`src/rtl/sym_mod_sched_pkg.sv`:
```
// Shared encodings, per-standard subcarrier counts and the scheduler state enum.
package sym_mod_sched_pkg;

    localparam logic [1:0] MOD_Q64   = 2'b11;
    localparam logic [1:0] MOD_Q16   = 2'b10;
    localparam logic [1:0] MOD_QPSK  = 2'b00;
    localparam logic [1:0] MOD_BPSK  = 2'b01;

    localparam logic [1:0] STD_WIFI  = 2'b00;
    localparam logic [1:0] STD_WIMAX = 2'b01;

    localparam int NDATA_WIFI  = 48;
    localparam int NDATA_WIMAX = 192;

    typedef enum logic [2:0] {
        S_IDLE   = 3'd0,
        S_HDR    = 3'd1,
        S_SWITCH = 3'd2,
        S_PAY    = 3'd3,
        S_FIN    = 3'd4
    } state_t;

endpackage

```
`src/rtl/sym_cnt_unit.sv`:
```
// Subcarrier / OFDM-symbol counter pair. sym_last flags the transfer that
// completes the current symbol; sym_end is its registered one-cycle pulse.
module sym_cnt_unit #(
    parameter int SYMW = 8,
    parameter int SCW  = 8
) (
    input  logic            CLK_I,
    input  logic            RST_I,
    input  logic            clr,
    input  logic            sym_clr,
    input  logic            adv,
    input  logic [SCW-1:0]  ndata_m1,
    output logic [SYMW-1:0] sym_cnt,
    output logic            sym_last,
    output logic            sym_end
);

    logic [SCW-1:0] sc_cnt;

    assign sym_last = adv & (sc_cnt == ndata_m1);

    // Count accepted transfers, wrap per symbol; clr (start/abort) has priority.
    always_ff @(posedge CLK_I or posedge RST_I) begin
        if (RST_I) begin
            sc_cnt  <= '0;
            sym_cnt <= '0;
            sym_end <= 1'b0;
        end else if (clr) begin
            sc_cnt  <= '0;
            sym_cnt <= '0;
            sym_end <= 1'b0;
        end else begin
            sym_end <= sym_last;
            if (adv)
                sc_cnt <= sym_last ? '0 : sc_cnt + SCW'(1);
            if (sym_clr)
                sym_cnt <= '0;
            else if (sym_last)
                sym_cnt <= sym_cnt + SYMW'(1);
        end
    end

endmodule

```
`src/rtl/sym_mod_sched.sv`:
```
// Frame scheduler in front of the symbol modulator: gates the word stream,
// counts subcarriers/symbols and sequences MOD_O with an idle gap before change.
//
// state  | meaning
// IDLE   | waiting for START, gate closed
// HDR    | header symbols, BPSK, gate open
// SWITCH | GAP closed cycles, MOD_O loads payload modulation on the last one
// PAY    | payload symbols, gate open
// FIN    | GAP closed cycles to drain the modulator, then DONE
module sym_mod_sched
    import sym_mod_sched_pkg::*;
#(
    parameter int GAP  = 2,
    parameter int SYMW = 8,
    parameter int SCW  = 8
) (
    input  logic            CLK_I,
    input  logic            RST_I,
    input  logic            START,
    input  logic [1:0]      STD,
    input  logic [1:0]      PAY_MOD,
    input  logic [SYMW-1:0] HDR_SYMS,
    input  logic [SYMW-1:0] PAY_SYMS,
    input  logic [5:0]      DAT_I,
    input  logic            CYC_I,
    input  logic            STB_I,
    input  logic            WE_I,
    output logic            ACK_O,
    output logic [5:0]      DAT_O,
    output logic            CYC_O,
    output logic            STB_O,
    output logic            WE_O,
    input  logic            ACK_I,
    output logic [1:0]      MOD_O,
    output logic [1:0]      STD_O,
    output logic            BUSY,
    output logic            SYM_END,
    output logic            DONE,
    output logic            ERR
);

    localparam int GW = (GAP > 1) ? $clog2(GAP) : 1;

    state_t          state, state_nx;
    logic [1:0]      std_q, pay_mod_q, mod_q;
    logic [SYMW-1:0] hdr_q, pay_q, sym_cnt;
    logic [SCW-1:0]  ndata_m1;
    logic [GW-1:0]   gap_cnt;
    logic            busy_q, done_q, err_q, cyc_q;
    logic            gate, xfer, sym_last, sym_end;
    logic            start_ok, start_bad, abort, gap_last, sw_exit, fin_exit;

    assign gate     = (state == S_HDR) || (state == S_PAY);
    assign xfer     = STB_I & WE_I & ACK_I & gate;
    assign gap_last = (gap_cnt == GW'(GAP - 1));

    assign STB_O   = STB_I & gate;
    assign WE_O    = WE_I & gate;
    assign ACK_O   = ACK_I & gate;
    assign DAT_O   = DAT_I;
    assign CYC_O   = cyc_q & busy_q;
    assign MOD_O   = mod_q;
    assign STD_O   = std_q;
    assign BUSY    = busy_q;
    assign SYM_END = sym_end;
    assign DONE    = done_q;
    assign ERR     = err_q;

    sym_cnt_unit #(.SYMW(SYMW), .SCW(SCW)) u_cnt (
        .CLK_I    (CLK_I),
        .RST_I    (RST_I),
        .clr      (start_ok | abort),
        .sym_clr  (sw_exit),
        .adv      (xfer),
        .ndata_m1 (ndata_m1),
        .sym_cnt  (sym_cnt),
        .sym_last (sym_last),
        .sym_end  (sym_end)
    );

    // State register.
    always_ff @(posedge CLK_I or posedge RST_I) begin
        if (RST_I) state <= S_IDLE;
        else       state <= state_nx;
    end

    // Next-state and event decode; a dropped CYC_I beats any same-cycle completion.
    always_comb begin
        state_nx  = state;
        start_ok  = 1'b0;
        start_bad = 1'b0;
        abort     = 1'b0;
        sw_exit   = 1'b0;
        fin_exit  = 1'b0;
        case (state)
            S_IDLE: begin
                if (START) begin
                    if (STD[1]) begin
                        start_bad = 1'b1;
                    end else begin
                        start_ok = 1'b1;
                        if (HDR_SYMS != '0)      state_nx = S_HDR;
                        else if (PAY_SYMS != '0) state_nx = S_PAY;
                        else                     state_nx = S_FIN;
                    end
                end
            end
            S_HDR: begin
                if (!CYC_I) begin
                    abort    = 1'b1;
                    state_nx = S_IDLE;
                end else if (sym_last && (sym_cnt == hdr_q - SYMW'(1))) begin
                    state_nx = (pay_q != '0) ? S_SWITCH : S_FIN;
                end
            end
            S_SWITCH: begin
                if (!CYC_I) begin
                    abort    = 1'b1;
                    state_nx = S_IDLE;
                end else if (gap_last) begin
                    sw_exit  = 1'b1;
                    state_nx = S_PAY;
                end
            end
            S_PAY: begin
                if (!CYC_I) begin
                    abort    = 1'b1;
                    state_nx = S_IDLE;
                end else if (sym_last && (sym_cnt == pay_q - SYMW'(1))) begin
                    state_nx = S_FIN;
                end
            end
            S_FIN: begin
                if (gap_last) begin
                    fin_exit = 1'b1;
                    state_nx = S_IDLE;
                end
            end
            default: state_nx = S_IDLE;
        endcase
    end

    // Closed-gate cycle counter for SWITCH and FIN.
    always_ff @(posedge CLK_I or posedge RST_I) begin
        if (RST_I)
            gap_cnt <= '0;
        else if ((state == S_SWITCH || state == S_FIN) && !gap_last && !abort)
            gap_cnt <= gap_cnt + GW'(1);
        else
            gap_cnt <= '0;
    end

    // Frame configuration latch, MOD/STD drive and status pulses.
    always_ff @(posedge CLK_I or posedge RST_I) begin
        if (RST_I) begin
            std_q     <= STD_WIFI;
            pay_mod_q <= MOD_QPSK;
            mod_q     <= MOD_QPSK;
            hdr_q     <= '0;
            pay_q     <= '0;
            ndata_m1  <= '0;
            busy_q    <= 1'b0;
            done_q    <= 1'b0;
            err_q     <= 1'b0;
            cyc_q     <= 1'b0;
        end else begin
            done_q <= fin_exit;
            err_q  <= start_bad | abort;
            cyc_q  <= CYC_I;
            if (start_ok) begin
                std_q     <= STD;
                pay_mod_q <= PAY_MOD;
                hdr_q     <= HDR_SYMS;
                pay_q     <= PAY_SYMS;
                ndata_m1  <= STD[0] ? SCW'(NDATA_WIMAX - 1) : SCW'(NDATA_WIFI - 1);
                busy_q    <= 1'b1;
                if (HDR_SYMS != '0)      mod_q <= MOD_BPSK;
                else if (PAY_SYMS != '0) mod_q <= PAY_MOD;
            end
            if (fin_exit || abort) busy_q <= 1'b0;
            if (sw_exit)           mod_q  <= pay_mod_q;
        end
    end

endmodule
```
`config.mk`:
```
export PLATFORM = sky130hd
export DESIGN_NAME = sym_mod_sched
export DESIGN_NICKNAME = d
export VERILOG_FILES = /design/src/rtl/sym_mod_sched_pkg.sv /design/src/rtl/sym_cnt_unit.sv /design/src/rtl/sym_mod_sched.sv
export SDC_FILE = /design/constraint.sdc
export NUM_CORES = 1
export LEC_CHECK = 0
export ABC_AREA = 0
export CORE_ASPECT_RATIO = 1.1
export CORE_MARGIN = 1
export CORE_UTILIZATION = 55
export DETAILED_ROUTE_END_ITERATION = 8
export DONT_BUFFER_PORTS = 1
export GPL_TIMING_DRIVEN = 0
export MAX_ROUTING_LAYER = met4
export PLACE_DENSITY = 0.73
export SLEW_MARGIN = 20
export SYNTH_ARGS = -nofsm -noshare
export SYNTH_HDL_FRONTEND = slang
export SYNTH_SLANG_ARGS = --single-unit
```
`constraint.sdc`:
```
create_clock -name CLK_I -period 2.2 [get_ports CLK_I]
set_clock_uncertainty 0.1 [all_clocks]
set_input_delay 0 -clock CLK_I [delete_from_list [all_inputs] [get_ports CLK_I]]
set_output_delay 0 -clock CLK_I [all_outputs]
set_load 0.01 [all_outputs]
```
==> summary.txt <==
Status
  – Status: finished with violations
  – Violated checks: hold timing, setup timing

Timing
  – Fin crit share: 1.034
  – Tightest Pin Transition: 0.6668 ns
  – Final Worst Setup Slack: -0.07429 ns
  – Count of final setup violators: 3
  – F_max: between 0.4 and 0.5 GHz
  – Setup TNS Final: -0.1547 ns
  – Slew HR: 0.5514
  – Slew Limit Fails: 0
  – RSZ-0062 raised after global routing: true
  – Fin Hold WS: -0.02238 ns
  – Hold Vio Cnt, Final: 1
  – Minimum clock period: 2.274 ns

Cells and area
  – Util after Layout: 0.7234
  – Share of post-route cells with drive strength above 1: 0.1436
  – Nets: 406
  – Reg area: 1204 um2
  – Area of the multi-input gates: 1531 um2
  – P&R area growth vs syn: 23.25%
  – Filler cells: 346
  – ANT cells: 0

Routing
  – Iter 0 DRT Violations: 145
  – Routed len/inst: 16.21 um
  – Detail Route Antenna Nets: 0
  – WL final: 6890 um
  – Vias post-DR: around 2500
  – # DRC: 0
  – DR pass1 iterations: 4
  – Drt via density: 5.852

CTS
  – Maximum buffer depth of the clock tree: 2
  – Inserted Clock Buffers: 5
  – Clock root buffer: clkbuf_8
  – Clock Pin Slew Worst Setup and Hold Paths: approximately 0.09 ns
  – CTS tree: built
  – Hold buffers post-CTS: 31
  – H-tree depth: 2
  – CTS Sinks: 48
  – Skew-Pair Late Insertion Delay: around 0.3 ns

Power
  – Peak VDD IR: 0.0007106 V
  – Total power: 3.374 mW
  – Lkg Pwr: 1.510 nW
  – Pwr/cell area: 982.0 nW/um2

Job
  – # Max-Cap Violations: 0

Worst setup path
  – Reg2Reg Launch Point: state[2]
  – Worst path slowest cell: or4_4
  – CP max FO: 3
  – Worst EP arrival: about 2.4 ns
  – Critical-path cell list: and3b_2, nand3_4, or4_4, o41ai_4, nand3_2, and2b_2, o21ai_1
  – WP buf/inv: 0
  – R2R Path End: state[0]
  – CP endpoint kind: flip-flop
  – Worst setup SP type: flip-flop
  – Crit Path Class: reg2reg
  – Delay-heaviest family, CP: simple AND/OR/NAND/NOR gates
  – Worst EP required: 2.28 ns
  – Worst r2r path cells: 7
  – Worst path max stage delay: 0.55 ns
  – R2R Setup Slk: -0.07 ns

Synthesis
  – Synth top area cells: dfrtp_1, nand2_1, xnor2_1, xor2_1, nor2_1
  – Mapped Avg Cell Area: 8.631 um2
  – Synth top area share: 0.4309
  – Synth Register Bits: 48
  – Yosys cell types: 44
  – Cells after Synth: approximately 320
  – EDFF count, synth: 0
  – Post-synthesis sequential area ratio: 0.4309
  – Syn nets: 361
  – Yosys top cell by area: dfrtp_1
  – Synth warn: 0
  – Commonest cells in the netlist: nand2_1, dfrtp_1, nor2_1
  – Synthesized cell area: 2788 um2
  – Synth Flop Type: dfrtp_1
  – FFs w/ async S/R, synth: 1.000
  – Cell with the most instances after synthesis: nand2_1

Min path
  – Hold Crit Class: in2reg
  – Hold_sp: WE_I
  – Hold Path Depth: 4
  – Hold EP: u_cnt.sym_end

GRT
  – Total gr overflow: 0
  – First-pass GRT wire length: 11450 um
  – Initial antenna violation count: 0
  – GRT Total Usage: 0.2739
  – Number of global-route vias before repair: 2557
  – Largest net degree at the start of global routing: 27

Die
  – I/O pins: between 50 and 60
  – Die W: 69.88 um
  – Die height: 76.67 um
  – Core area: 4750 um2
  – Rows: 26
  – Initial Utilization: 0.5869
  – Die area: 5358 um2

Placed design
  – Input/output buffers: 0
  – GP Congestion: roughly 0.85
  – DP HPWL: between 4000 and 5000 um
  – Dpl ws: -0.2716 ns
## cell usage in the layout (no fill, tap or decap), drive strengths merged, types with 2 or more instances in the layout
cell type    synthesis  final
buf                  7     17
dlygate4sd3          0     31
or2                  4      4
nor2b                5      5
nor2                25     25
dfrtp               48     48
o21ai               16     16
inv                  8      8
a21oi               13     13
o32ai                2      2
a22oi                2      2
clkbuf              14     18
xnor2               19     19
o41ai                2      2
or3                  6      6
nand4                7      7
nor3b                3      3
ha                   5      5
xor2                12     12
nand2b               5      5
nand3b               2      2
nor4                 7      7
nand2               66     66
nand3                7      7
nor3                13     13
and2                 3      3
mux2i                2      2
and3                 8      8
## worst register-to-register path, stage by stage (launching register included)
cell	delay (ns)
dfrtp_1	0.40
and3b_2	0.31
nand3_4	0.09
or4_4	0.55
o41ai_4	0.24
nand3_2	0.16
and2b_2	0.25
o21ai_1	0.05
## flip-flops by register name, summed over array words and instances, names as in the netlist
name / count
DONE: 1
hdr_q: 8
gap_cnt: 1
cyc_q: 1
u_cnt.sc_cnt: 8
pay_mod_q: 2
u_cnt.sym_cnt: 8
STD_O: 2
pay_q: 8
ndata_m1: 1
state: 3
BUSY: 1
u_cnt.sym_end: 1
MOD_O: 2
ERR: 1
## cell families (layout without fill, tap and decap cells)
family	Yosys count	in the layout	synth area share
AO/OA/AOI/OAI	42	42	0.09651
buffers and inverters	29	75	0.04847
XOR/XNOR	31	31	0.09740
adder cells (fa/ha/maj)	5	5	0.02244
flip-flops	48	48	0.4309
AND/OR/NAND/NOR	166	166	0.2971
multiplexers	2	2	0.007182
## report_power, final
group	switching, mW	leakage [nW]	internal (mW)
combinational	0.813	0.846	0.643
sequential	0.266	0.619	1.10
clock	0.297	0.0445	0.256
total	1.38	1.51	2.00
## through the flow
stage	std cells	area (um2)
2_1_floorplan	323	2788
3_3_place_gp	379	2858
3_5_place_dp	380	2885
4_1_cts	422	3354
5_1_grt	425	3436
6_report	425	3436
## worst max path at each step
stage | start | end | slack, ns | cells after the start
floorplan | u_cnt.sc_cnt[2] | state[0] | 0.03 | 7
global placement | state[2] | state[0] | -0.27 | 7
global route | state[2] | state[0] | -0.16 | 7
finish | state[2] | state[0] | -0.07 | 7
CTS | state[2] | state[0] | -0.15 | 7
detailed placement | state[2] | state[0] | -0.27 | 7
## layout make-up
class                           count  share of cell area
Multi-Input combinational cell    246              0.4457
Sequential cell                    48              0.3503
Timing Repair Buffer               41              0.1180
Buffer                             18             0.02950
Clock buffer                        7             0.02513
Tap cell                           56             0.02039
Inverter                            8            0.008740
Clock inverter                      1            0.002185
## what timing repair did
item | in CTS | in global routing
gates resized for setup | 14 | 14
setup endpoints to repair | 35 | 25
pin swaps | 12 | 5
setup buffers | 5 | 4
hold endpoints to repair | 86 | 1
## per-layer routing
layer	global-route usage	wire length, um
met1	0.3339	2941
met3	0.04862	355
met4	0.07600	114
met5	-	0
met2	0.4673	3479
(Power assumes the default switching activity.)
